## src/rtl/seq_sum_product.sv

```systemverilog
// Clocked sum/product stage with valid/ready handshakes.
// The product comes from a shift-add multiplier, one partial product per cycle.
module seq_sum_product #(
    parameter int WIDTH = 8,
    parameter int CNT_W = 8
) (
    input  logic               clk,
    input  logic               rst,
    input  logic               in_valid,
    output logic               in_ready,
    input  logic [WIDTH-1:0]   var1,
    input  logic [WIDTH-1:0]   var2,
    output logic               out_valid,
    input  logic               out_ready,
    output logic [WIDTH:0]     sum,
    output logic [2*WIDTH-1:0] product,
    output logic               busy,
    output logic [CNT_W-1:0]   op_count
);

    localparam int IW = (WIDTH > 1) ? $clog2(WIDTH) : 1;
    localparam logic [IW-1:0] ILAST = IW'(WIDTH - 1);

    typedef enum logic [1:0] {
        IDLE,
        CALC,
        DONE
    } state_t;

    state_t state;
    state_t state_nxt;

    logic [WIDTH-1:0]   a;
    logic [WIDTH-1:0]   b;
    logic [2*WIDTH-1:0] acc;
    logic [2*WIDTH-1:0] term;
    logic [IW-1:0]      idx;
    logic               last;

    // State register; reset discards any operation in flight.
    always_ff @(posedge clk) begin
        if (rst) begin
            state <= IDLE;
        end else begin
            state <= state_nxt;
        end
    end

    // Next-state and handshake outputs, driven by state alone.
    always_comb begin
        state_nxt = state;
        in_ready  = 1'b0;
        out_valid = 1'b0;
        busy      = 1'b1;
        unique case (state)
            IDLE: begin
                in_ready = 1'b1;
                busy     = 1'b0;
                if (in_valid) begin
                    state_nxt = CALC;
                end
            end
            CALC: begin
                if (last) begin
                    state_nxt = DONE;
                end
            end
            DONE: begin
                out_valid = 1'b1;
                if (out_ready) begin
                    state_nxt = IDLE;
                end
            end
            default: begin
                state_nxt = IDLE;
            end
        endcase
    end

    // Current partial product: a shifted by the bit index, gated by b[idx].
    always_comb begin
        term = '0;
        if (b[idx]) begin
            term = {{WIDTH{1'b0}}, a} << idx;
        end
        last = (idx == ILAST);
    end

    // Operand latch, shift-add accumulation, result and counter registers.
    always_ff @(posedge clk) begin
        if (rst) begin
            a        <= '0;
            b        <= '0;
            acc      <= '0;
            idx      <= '0;
            sum      <= '0;
            product  <= '0;
            op_count <= '0;
        end else begin
            unique case (state)
                IDLE: begin
                    if (in_valid) begin
                        a   <= var1;
                        b   <= var2;
                        sum <= {1'b0, var1} + {1'b0, var2};
                        acc <= '0;
                        idx <= '0;
                    end
                end
                CALC: begin
                    acc <= acc + term;
                    idx <= idx + 1'b1;
                    if (last) begin
                        product <= acc + term;
                    end
                end
                DONE: begin
                    if (out_ready) begin
                        op_count <= op_count + 1'b1;
                    end
                end
                default: begin
                end
            endcase
        end
    end

endmodule

```

## config.mk

```make
export PLATFORM = sky130hd
export DESIGN_NAME = seq_sum_product
export DESIGN_NICKNAME = d
export VERILOG_FILES = /design/src/rtl/seq_sum_product.sv
export SDC_FILE = /design/constraint.sdc
export NUM_CORES = 1
export LEC_CHECK = 0
export CAP_MARGIN = 10
export CORE_MARGIN = 8
export CORE_UTILIZATION = 40
export DETAILED_ROUTE_END_ITERATION = 16
export GPL_TIMING_DRIVEN = 0
export PLACE_DENSITY_LB_ADDON = 0.2
export SETUP_SLACK_MARGIN = 0.2
export SYNTH_ARGS = -nofsm -noshare
export SYNTH_HDL_FRONTEND = slang
export SYNTH_SLANG_ARGS = --single-unit
```

## constraint.sdc

```tcl
create_clock -name clk -period 4.45 [get_ports clk]
set_input_delay 0.6675 -clock clk [delete_from_list [all_inputs] [get_ports clk]]
set_output_delay 0.6675 -clock clk [all_outputs]
set_load 0.02 [all_outputs]
```

# Yosys cells after proc, flatten, opt, wreduce, memory -nomap -nowiden
# Index checks and enable logic that the tools add are counted.
dict set report totals {
  reg_bits 70
  elab_cells 41
}
dict set report classes {
  addsub 4
  n_lt_le_gt_ge 1
  eq_ne 6
  n_shift 1
  mux 14
  reduce_logical 7
}
# cell n
set op_table {}
lappend op_table {{$mux 16} 2}
lappend op_table {{$pmux 16 s2} 1}
lappend op_table {{$add 16x16->16} 1}
lappend op_table {{$shl 8x3->16} 1}
lappend op_table {{$add 8x8->9} 1}
lappend op_table {{$add 8x1->8 const B} 1}
lappend op_table {{$reduce_and 2->1} 4}
lappend op_table {{$mux 2} 3}
lappend op_table {{$ne 2x2->1 const B} 3}
lappend op_table {{$pmux 2 s3} 1}
lappend op_table {{$pmux 3 s2} 1}
lappend op_table {{$lt 3x4->1 const B} 1}
lappend op_table {{$mux 1} 4}
lappend op_table {{$add 3x1->3 const B} 1}
lappend op_table {{$bmux 1 s3} 1}
lappend op_table {{$eq 3x3->1 const B} 1}
lappend op_table {{$mux 3} 1}
lappend op_table {{$reduce_and 3->1} 1}
lappend op_table {{$eq 2x1->1 const B} 1}
lappend op_table {{$eq 2x2->1 const B} 1}
lappend op_table {{$logic_not 2->1} 1}
lappend op_table {{$reduce_bool 2->1} 1}

# Longest topological paths before layout
# Gate-level depths: netlist (run 1).
dict set report depth {
  ltp_word 5
  ltp_mapped 15
  ltp_nobuf 13
}

# Least setup slack after synthesis (run 1)
# No wires, ideal clock.
dict set report synth_path {
  path_type {reg2reg}
  startpoint {reg idx[0]}
  endpoint {reg product[12]}
  setup_ps 122
  t_arrival_ps 3243
  setup_slack_ps 1085
  path_stages_with_launch 14
  period_less_slack_ps 3365
  path_cell_list {dfxtp_1 buf_2 mux4_2 nand2_1 and2_1 clkbuf_1 nor2_1 ha_1 a2111oi_4 o21ai_2 a2111oi_2 nor3_1 nor4b_4 a311o_1}
}
dict set report synth_between {
  elab_chain_cells 4
}
# item line
set synth_rtl {}
lappend synth_rtl {{start: declaration} 37} ;# logic [IW-1:0] idx;
lappend synth_rtl {{start signal: assignment} 112} ;# idx <= idx + 1'b1;
lappend synth_rtl {{$bmux 1 s3} 83} ;# if (b[idx]) begin
lappend synth_rtl {{$mux 1 (implied by the code)} 83}
lappend synth_rtl {{$mux 16} 83}
lappend synth_rtl {{$add 16x16->16} 114} ;# product <= acc + term;
lappend synth_rtl {{end signal: assignment} 114}
lappend synth_rtl {{end: declaration} 16} ;# output logic [2*WIDTH-1:0] product,
# Parallel ways exist; a longest one is shown, timed or not. The select of a mux whose other input is x is not followed.
# A chain may end at the register's enable or synchronous reset.

# Final worst setup path (run 1)
dict set report layout_path {
  startpoint {reg idx[0]}
  endpoint {reg product[14]}
}
# Same word-level chain as after synthesis.

==> flow_metrics.tcl, run 1 <==
set metrics [dict create \
    start_util_pct 40.70 \
    tightest_slew_ns 0.6923 \
    dr_total_vias 3955 \
    status "complete, no violations" \
    cts_setup_buffers 0 \
    drv_cap 0 \
    cts_hold_buf 0 \
    antenna_found_initial 0 \
    syn_area_per_cell_sq_um 8.002 \
    nFillCells 1053 \
    hold_path.class "flop to flop" \
    pwr_density_cell_mw_per_mm2 279.8 \
    post_synth_num_cell_types 59 \
    post-route-util_pct 49.64 \
    synth_area_sq_mm 0.004145 \
    die_w_microns 117.8 \
    irDropWorstVdd_mv 0.1540 \
    routedWlPerCell_microns 16.39 \
    max_freq_ghz 0.2593 \
    diodes 0 \
    final_antenna_net_count 0 \
    nets 631 \
    dieArea_sq_mm 0.01388 \
    finalClockSkew_ns 0.01061 \
    syn_nets 566 \
    cp.required_ns 4.69 \
    cts_max_level 3 \
    ys_async_sr_fraction_pct 0 \
    grt_max_degree 13 \
    design.core.area_sq_mm 0.01018 \
    min_period_over_period_pct 86.65 \
    cts_buffers 9 \
    detail_route.iter0.violations 209 \
    finalSetupTns_ns 0 \
    synthToLayoutAreaGrowth_pct 21.97 \
    crit_type "flop to flop" \
    overflow 0 \
    rsz0062_at_grt "false" \
    ys_seq_elements 70 \
    cp_common_cell "nor2_1" \
    crit_slowest_cell "mux4_2" \
    syn_inst 518 \
    rows 37 \
    slew_viol_final 0 \
    path_cells "buf_2 -> mux4_2 -> nand2_1 -> and2_1 -> clkbuf_1 -> nor2_1 -> ha_1 -> a2111oi_4 -> o21ai_2 -> a2111oi_2 -> nor2_1 -> nor4b_1 -> a311o_1" \
    clock_sinks 70 \
    crit_fanout 8 \
    leakagePower_uw 0.001893 \
    grt_pass1_wl_mm 19.42 \
    clk_latency_ns 0.36 \
    yosysWarningCount 0 \
    place.port_buffers 54 \
    grt.total_usage_pct 16.92 \
    arrival_ns 4.10 \
    slowest_delay_ns 0.55 \
    path_clk_slew_ns 0.09 \
    clk_path_buf_depth 2 \
    cts-root-buf "clkbuf_8" \
    dp.final_hpwl_mm 8.868 \
    end_kind "flop" \
    cts_resized 0 \
    via_per_inst 5.463 \
    die_y_microns 117.8 \
    drt-total-wl_mm 11.87 \
    hold_viol 0 \
    ios 56 \
    grt_pass1_vias 3935 \
    setup_viol 0 \
    yosysSeqAreaShare_pct 33.81 \
    drive_gt1_share_pct 6.293 \
    synth_edf_count 0 \
    synth_top_flop_cell "dfxtp_1" \
    period_needed_ns 3.856 \
    relSlewSlack_pct 53.85 \
    gp_congestion 0.8803 \
    layout_common_cells "88 x nand2_1, 70 x dfxtp_1, 59 x a21oi_1" \
    drc 0 \
    drt_pass1_iterations 6 \
    cts_tree "built" \
    startpoint_type "flop" \
    final_common_cell "nand2_1" \
]
state kept, by name, summed over array words and instances, names as in the netlist:
signal    cells
op_count      8
acc          16
sum           9
state         2
idx           3
a             8
b             8
product      16
final cells by class:
| class | instances | area, sq um | area share (%) |
|---|---|---|---|
| flip-flops and latches | 70 | 1401 | 27.72 |
| clock buffers | 10 | 137.6 | 2.722 |
| clock inverters | 6 | 61.31 | 1.213 |
| inverters | 12 | 45.04 | 0.8909 |
| plain buffers | 33 | 162.7 | 3.217 |
| repair buffers | 54 | 540.5 | 10.69 |
| well taps | 136 | 170.2 | 3.365 |
| multi-input cells | 403 | 2537 | 50.19 |
worst paths after layout:
path,endpoint,depth (start not counted),start,slack [ns]
max reg2reg,product[14],13,idx[0],0.59
max,product[14],13,idx[0],0.59
min reg2reg,product[4],2,product[4],0.46
min,product[4],2,product[4],0.46
routing by layer:
metal	routed length, microns	share of wire (%)	global-route usage (%)	up-vias
li1	-	-	-	1963
met1	5485	46	21.12	1848
met3	670	5.6	3.549	21
met4	273	2.3	6.725	0
met2	5436	46	27.87	123
met5	0	0	0	-
report_power, final:
group | internal, uW | switching (uW) | leakage [uW]
clock | 272 | 265 | 0.000102
combinational | 85.7 | 134 | 0.00122
sequential | 645 | 12.0 | 0.000568
logic make-up after synthesis:
logic type | Yosys count | synth area share, %
AND/OR/NAND/NOR | 226 | 25.93
AO/OA/AOI/OAI | 122 | 19.74
flip-flops | 70 | 33.81
buffers and inverters | 45 | 4.980
adder cells (fa/ha/maj) | 28 | 8.814
XOR/XNOR | 16 | 3.381
multiplexers | 11 | 3.350
through the flow:
stage / instance area (sq um) / power (uW) / instances / setup slack, ns / hold WS, ns
3_5_place_dp: 4856 / 889.2 / 708 / 0.5739 / 0.4474
5_1_grt: 5056 / 1475 / 724 / 0.3250 / 0.4798
2_1_floorplan: 4145 / 804.9 / 518 / 1.085 / 0.4331
4_1_cts: 5055 / 1420 / 724 / 0.5335 / 0.4596
6_report: 5056 / 1414 / 724 / 0.5939 / 0.4564
3_3_place_gp: 4856 / 885.9 / 708 / 0.6185 / 0.4421
synthesized netlist by cell type, types with 4 or more instances:
library cell | instances | area share [%]
nand4_1 | 5 | 0.75
ha_1 | 26 | 7.8
a21o_1 | 7 | 1.3
nand2_1 | 88 | 8.0
nor2b_1 | 7 | 1.1
and2_1 | 5 | 0.75
inv_1 | 12 | 1.1
nor3_1 | 16 | 1.9
and3_1 | 4 | 0.60
o21a_1 | 5 | 0.91
a21oi_1 | 59 | 7.1
nand3_1 | 23 | 2.8
xor2_1 | 7 | 1.5
nand2b_1 | 4 | 0.60
a311o_1 | 5 | 1.2
nand3b_1 | 4 | 0.72
xnor2_1 | 9 | 1.9
mux2i_1 | 6 | 1.4
o21ai_0 | 8 | 0.97
nor2_1 | 50 | 4.5
a211oi_1 | 8 | 1.4
nor4b_1 | 5 | 1.1
dfxtp_1 | 70 | 34
clkbuf_1 | 24 | 2.2
worst max-delay path, delay by kind of cell, from the launching register on:
family | cells | cell delay, ns
and+or+nand+nor | 5 | 0.79
adders and majority gates | 1 | 0.40
muxes | 1 | 0.55
DFF | 1 | 0.34
buffers and inverters | 2 | 0.47
AOI/OAI and AO/OA | 4 | 1.20
Power figures use the tool's default switching activity.
==> run 2, diff against run 1 <==
ABC_CLOCK_PERIOD_IN_PS = 4450   (was not set)
==> results of run 2 <==
No change in the layout: final DEF, timing and power equal those of run 1.
==> run 3, diff against run 2 <==
SKIP_CTS_REPAIR_TIMING = 1   (was not set)
==> results of run 3 <==
No change in the layout: final DEF, timing and power equal those of run 1.
==> RTL change (config.mk and constraints of run 3) <==
Put one more register stage on the output `op_count`, cleared by the reset. The value now appears one clock later. The other outputs are not delayed to match.
--- a/src/rtl/seq_sum_product.sv
+++ b/src/rtl/seq_sum_product.sv
@@ -26,6 +26,8 @@
         CALC,
         DONE
     } state_t;
+
+    logic [CNT_W-1:0] op_count_s0;
 
     state_t state;
     state_t state_nxt;
@@ -95,7 +97,7 @@
             idx      <= '0;
             sum      <= '0;
             product  <= '0;
-            op_count <= '0;
+            op_count_s0 <= '0;
         end else begin
             unique case (state)
                 IDLE: begin
@@ -116,7 +118,7 @@
                 end
                 DONE: begin
                     if (out_ready) begin
-                        op_count <= op_count + 1'b1;
+                        op_count_s0 <= op_count_s0 + 1'b1;
                     end
                 end
                 default: begin
@@ -125,5 +127,13 @@
         end
     end
 
+    always_ff @(posedge clk) begin
+        if (rst) begin
+            op_count <= '0;
+        end else begin
+            op_count <= op_count_s0;
+        end
+    end
+
 endmodule
 
Function: no difference found for any inputs over 4 cycles, from zero or initial values and one cycle with rst high; that may be too few to reach the edited logic, so the function may still have changed.
==> RTL change against run 3 <==
- final area increased by 5.4%
- total power increased by 15%
- synthesized area increased by 5.1%
- setup slack improved by 0.027 ns
- synthesized cell count increased by 3.3%
- sequential cell count increased by 8
- global-route usage increased by 0.14 points
- wire length increased by 2.2%
- combinational power about the same
==> RTL change: results (changes against run 3) <==
Status: finished, final reports clean
Detailed Route Iter0 Violations: 188 (-10%)
First-pass GRT wire length: 19,900 µm (+2.2%)
Post-synth top cells: 88 x nand2_1, 78 x dfxtp_1, 59 x a21oi_1
Antenna violations before repair: 0 (unchanged)
Layout cells sized above 1: 0.0612 (-0.00177)
Clock Skew: 0.00723 ns (-0.00339 ns)
Worst Tran Pin Value: 0.738 ns (+0.0454 ns)
Placed cells: 729 (+3.0%)
Metal3 WL: 699 µm (+4.3%)
RePlAce Congestion: 0.897 (+1.9%)
Pin count of the biggest net entering global routing: 15 (+2)
Global Route met2 Usage: 0.285 (+0.00615)
Adder-cell share of the synthesized area: 0.0839 (-0.00428)
Min-delay src: product[10]$_SDFFE_PP0P_
Detailed placer's ending HPWL: 9280 µm (+4.6%)
Hold EP: product[10]$_SDFFE_PP0P_
Placed cell areas: 5070 µm² (+4.5%)
Multiplexer share of the synthesized area: 0.0319 (-0.00163)
TritonCTS buffer count: 9 (unchanged)
Filler cell count: 1,079 (+2.5%)
Nets@finish: 648 (+2.7%)
Worst flop-to-flop path startpoint: idx[1]$_SDFFE_PP0P_
Synth warn: 0 (unchanged)
Crit path max fanout: 10 (+2)
Worst path slowest cell: a2111oi_4
Global-route met3 utilization: 0.0336 (-0.00193)
Metal-1 WL: 5460 µm (-0.49%)
Non-filler instance count after layout: 745 (+2.9%)
Detail Route met2 WL: 5760 µm (+5.9%)
CP arrival: 4.09 ns (about the same)
Worst hold margin: 0.455 ns (-0.00104 ns)
Biggest regs: acc: 16 flops, product: 16 flops, sum: 9 flops
Latest clock arrival within the worst-skew pair: 0.36 ns (about the same)
Drt wl/cell: 16.3 µm (-0.69%)
Worst R2R Path Depth: 15 (+2)
Via count: 3,997 (+1.1%)
Synth Area per Inst: 8.14 µm² (+1.8%)
Top cells by area, synth: dfxtp_1 36%, nand2_1 7.6%, ha_1 7.5%
GRT met1 Usage: 0.202 (-0.00896)
Worst vdd ir: 0.137 mV (-11%)
Synth Area in Compound Gates: 0.188 (-0.00958)
Lkg Pwr: 0.00200 µW (+5.7%)
Vias in the first global route: 4,042 (+2.7%)
R2r setup slk: 0.62 ns (+0.03 ns)
Max stage delay on crit path: 0.40 ns (-0.15 ns)
Pre-CTS setup slack: 0.548 ns (-0.0259 ns)
GRT Total Usage: 0.171 (+0.00143)
Sequential area share after synthesis: 0.358 (+0.0204)
XOR/XNOR Fraction of Synth Area: 0.0322 (-0.00164)
Synthesized Nets: 583 (+3.0%)
DRT Pass-1 Iters: 5 (-1)
R2R Path End: product[12]$_SDFFE_PP0P_
==> RTL change: cell count changes after synthesis, sizes merged <==
cell / before / now
dfxtp: 70 / 78
nor2b: 7 / 15
clkbuf: 26 / 27
==> RTL change: final cells by class <==
class | instances | area, µm² | share of cell area
buffer | 34 | 164 | 0.0308
clock buffer | 10 | 138 | 0.0258
clock inverter | 6 | 116 | 0.0218
inverter | 12 | 45.0 | 0.00845
multi-input combinational | 411 | 2590 | 0.486
sequential | 78 | 1560 | 0.293
tap | 140 | 175 | 0.0329
timing repair buffer | 54 | 541 | 0.101
==> RTL change: worst max-delay path: cells and delay by family (launching register included) <==
family	cells	cell delay (ns)
compound gates	5	1.37
fa+ha+maj	1	0.39
buf+inv	2	0.67
flops	1	0.33
mux	1	0.27
simple gates	6	0.68
==> RTL change: how the worst max path moves through the flow <==
| stage | slack [ns] | cells after the start | endpoint | start |
|---|---|---|---|---|
| 2_1_floorplan | 1.08 | 13 | product[12]$_SDFFE_PP0P_ | idx[0]$_SDFFE_PP0P_ |
| 3_3_place_gp | 0.64 | 15 | product[12]$_SDFFE_PP0P_ | idx[1]$_SDFFE_PP0P_ |
| 3_5_place_dp | 0.55 | 15 | product[12]$_SDFFE_PP0P_ | idx[1]$_SDFFE_PP0P_ |
| 4_1_cts | 0.52 | 12 | product[12]$_SDFFE_PP0P_ | idx[1]$_SDFFE_PP0P_ |
| 5_1_grt | 0.35 | 15 | product[12]$_SDFFE_PP0P_ | idx[1]$_SDFFE_PP0P_ |
| 6_report | 0.62 | 15 | product[12]$_SDFFE_PP0P_ | idx[1]$_SDFFE_PP0P_ |
==> RTL change: report_power, final <==
group          internal (µW)  total, µW  switching (µW)
sequential               717        729            11.8
clock                    393        677             284
combinational           85.5        220             134
total                   1200       1630             430
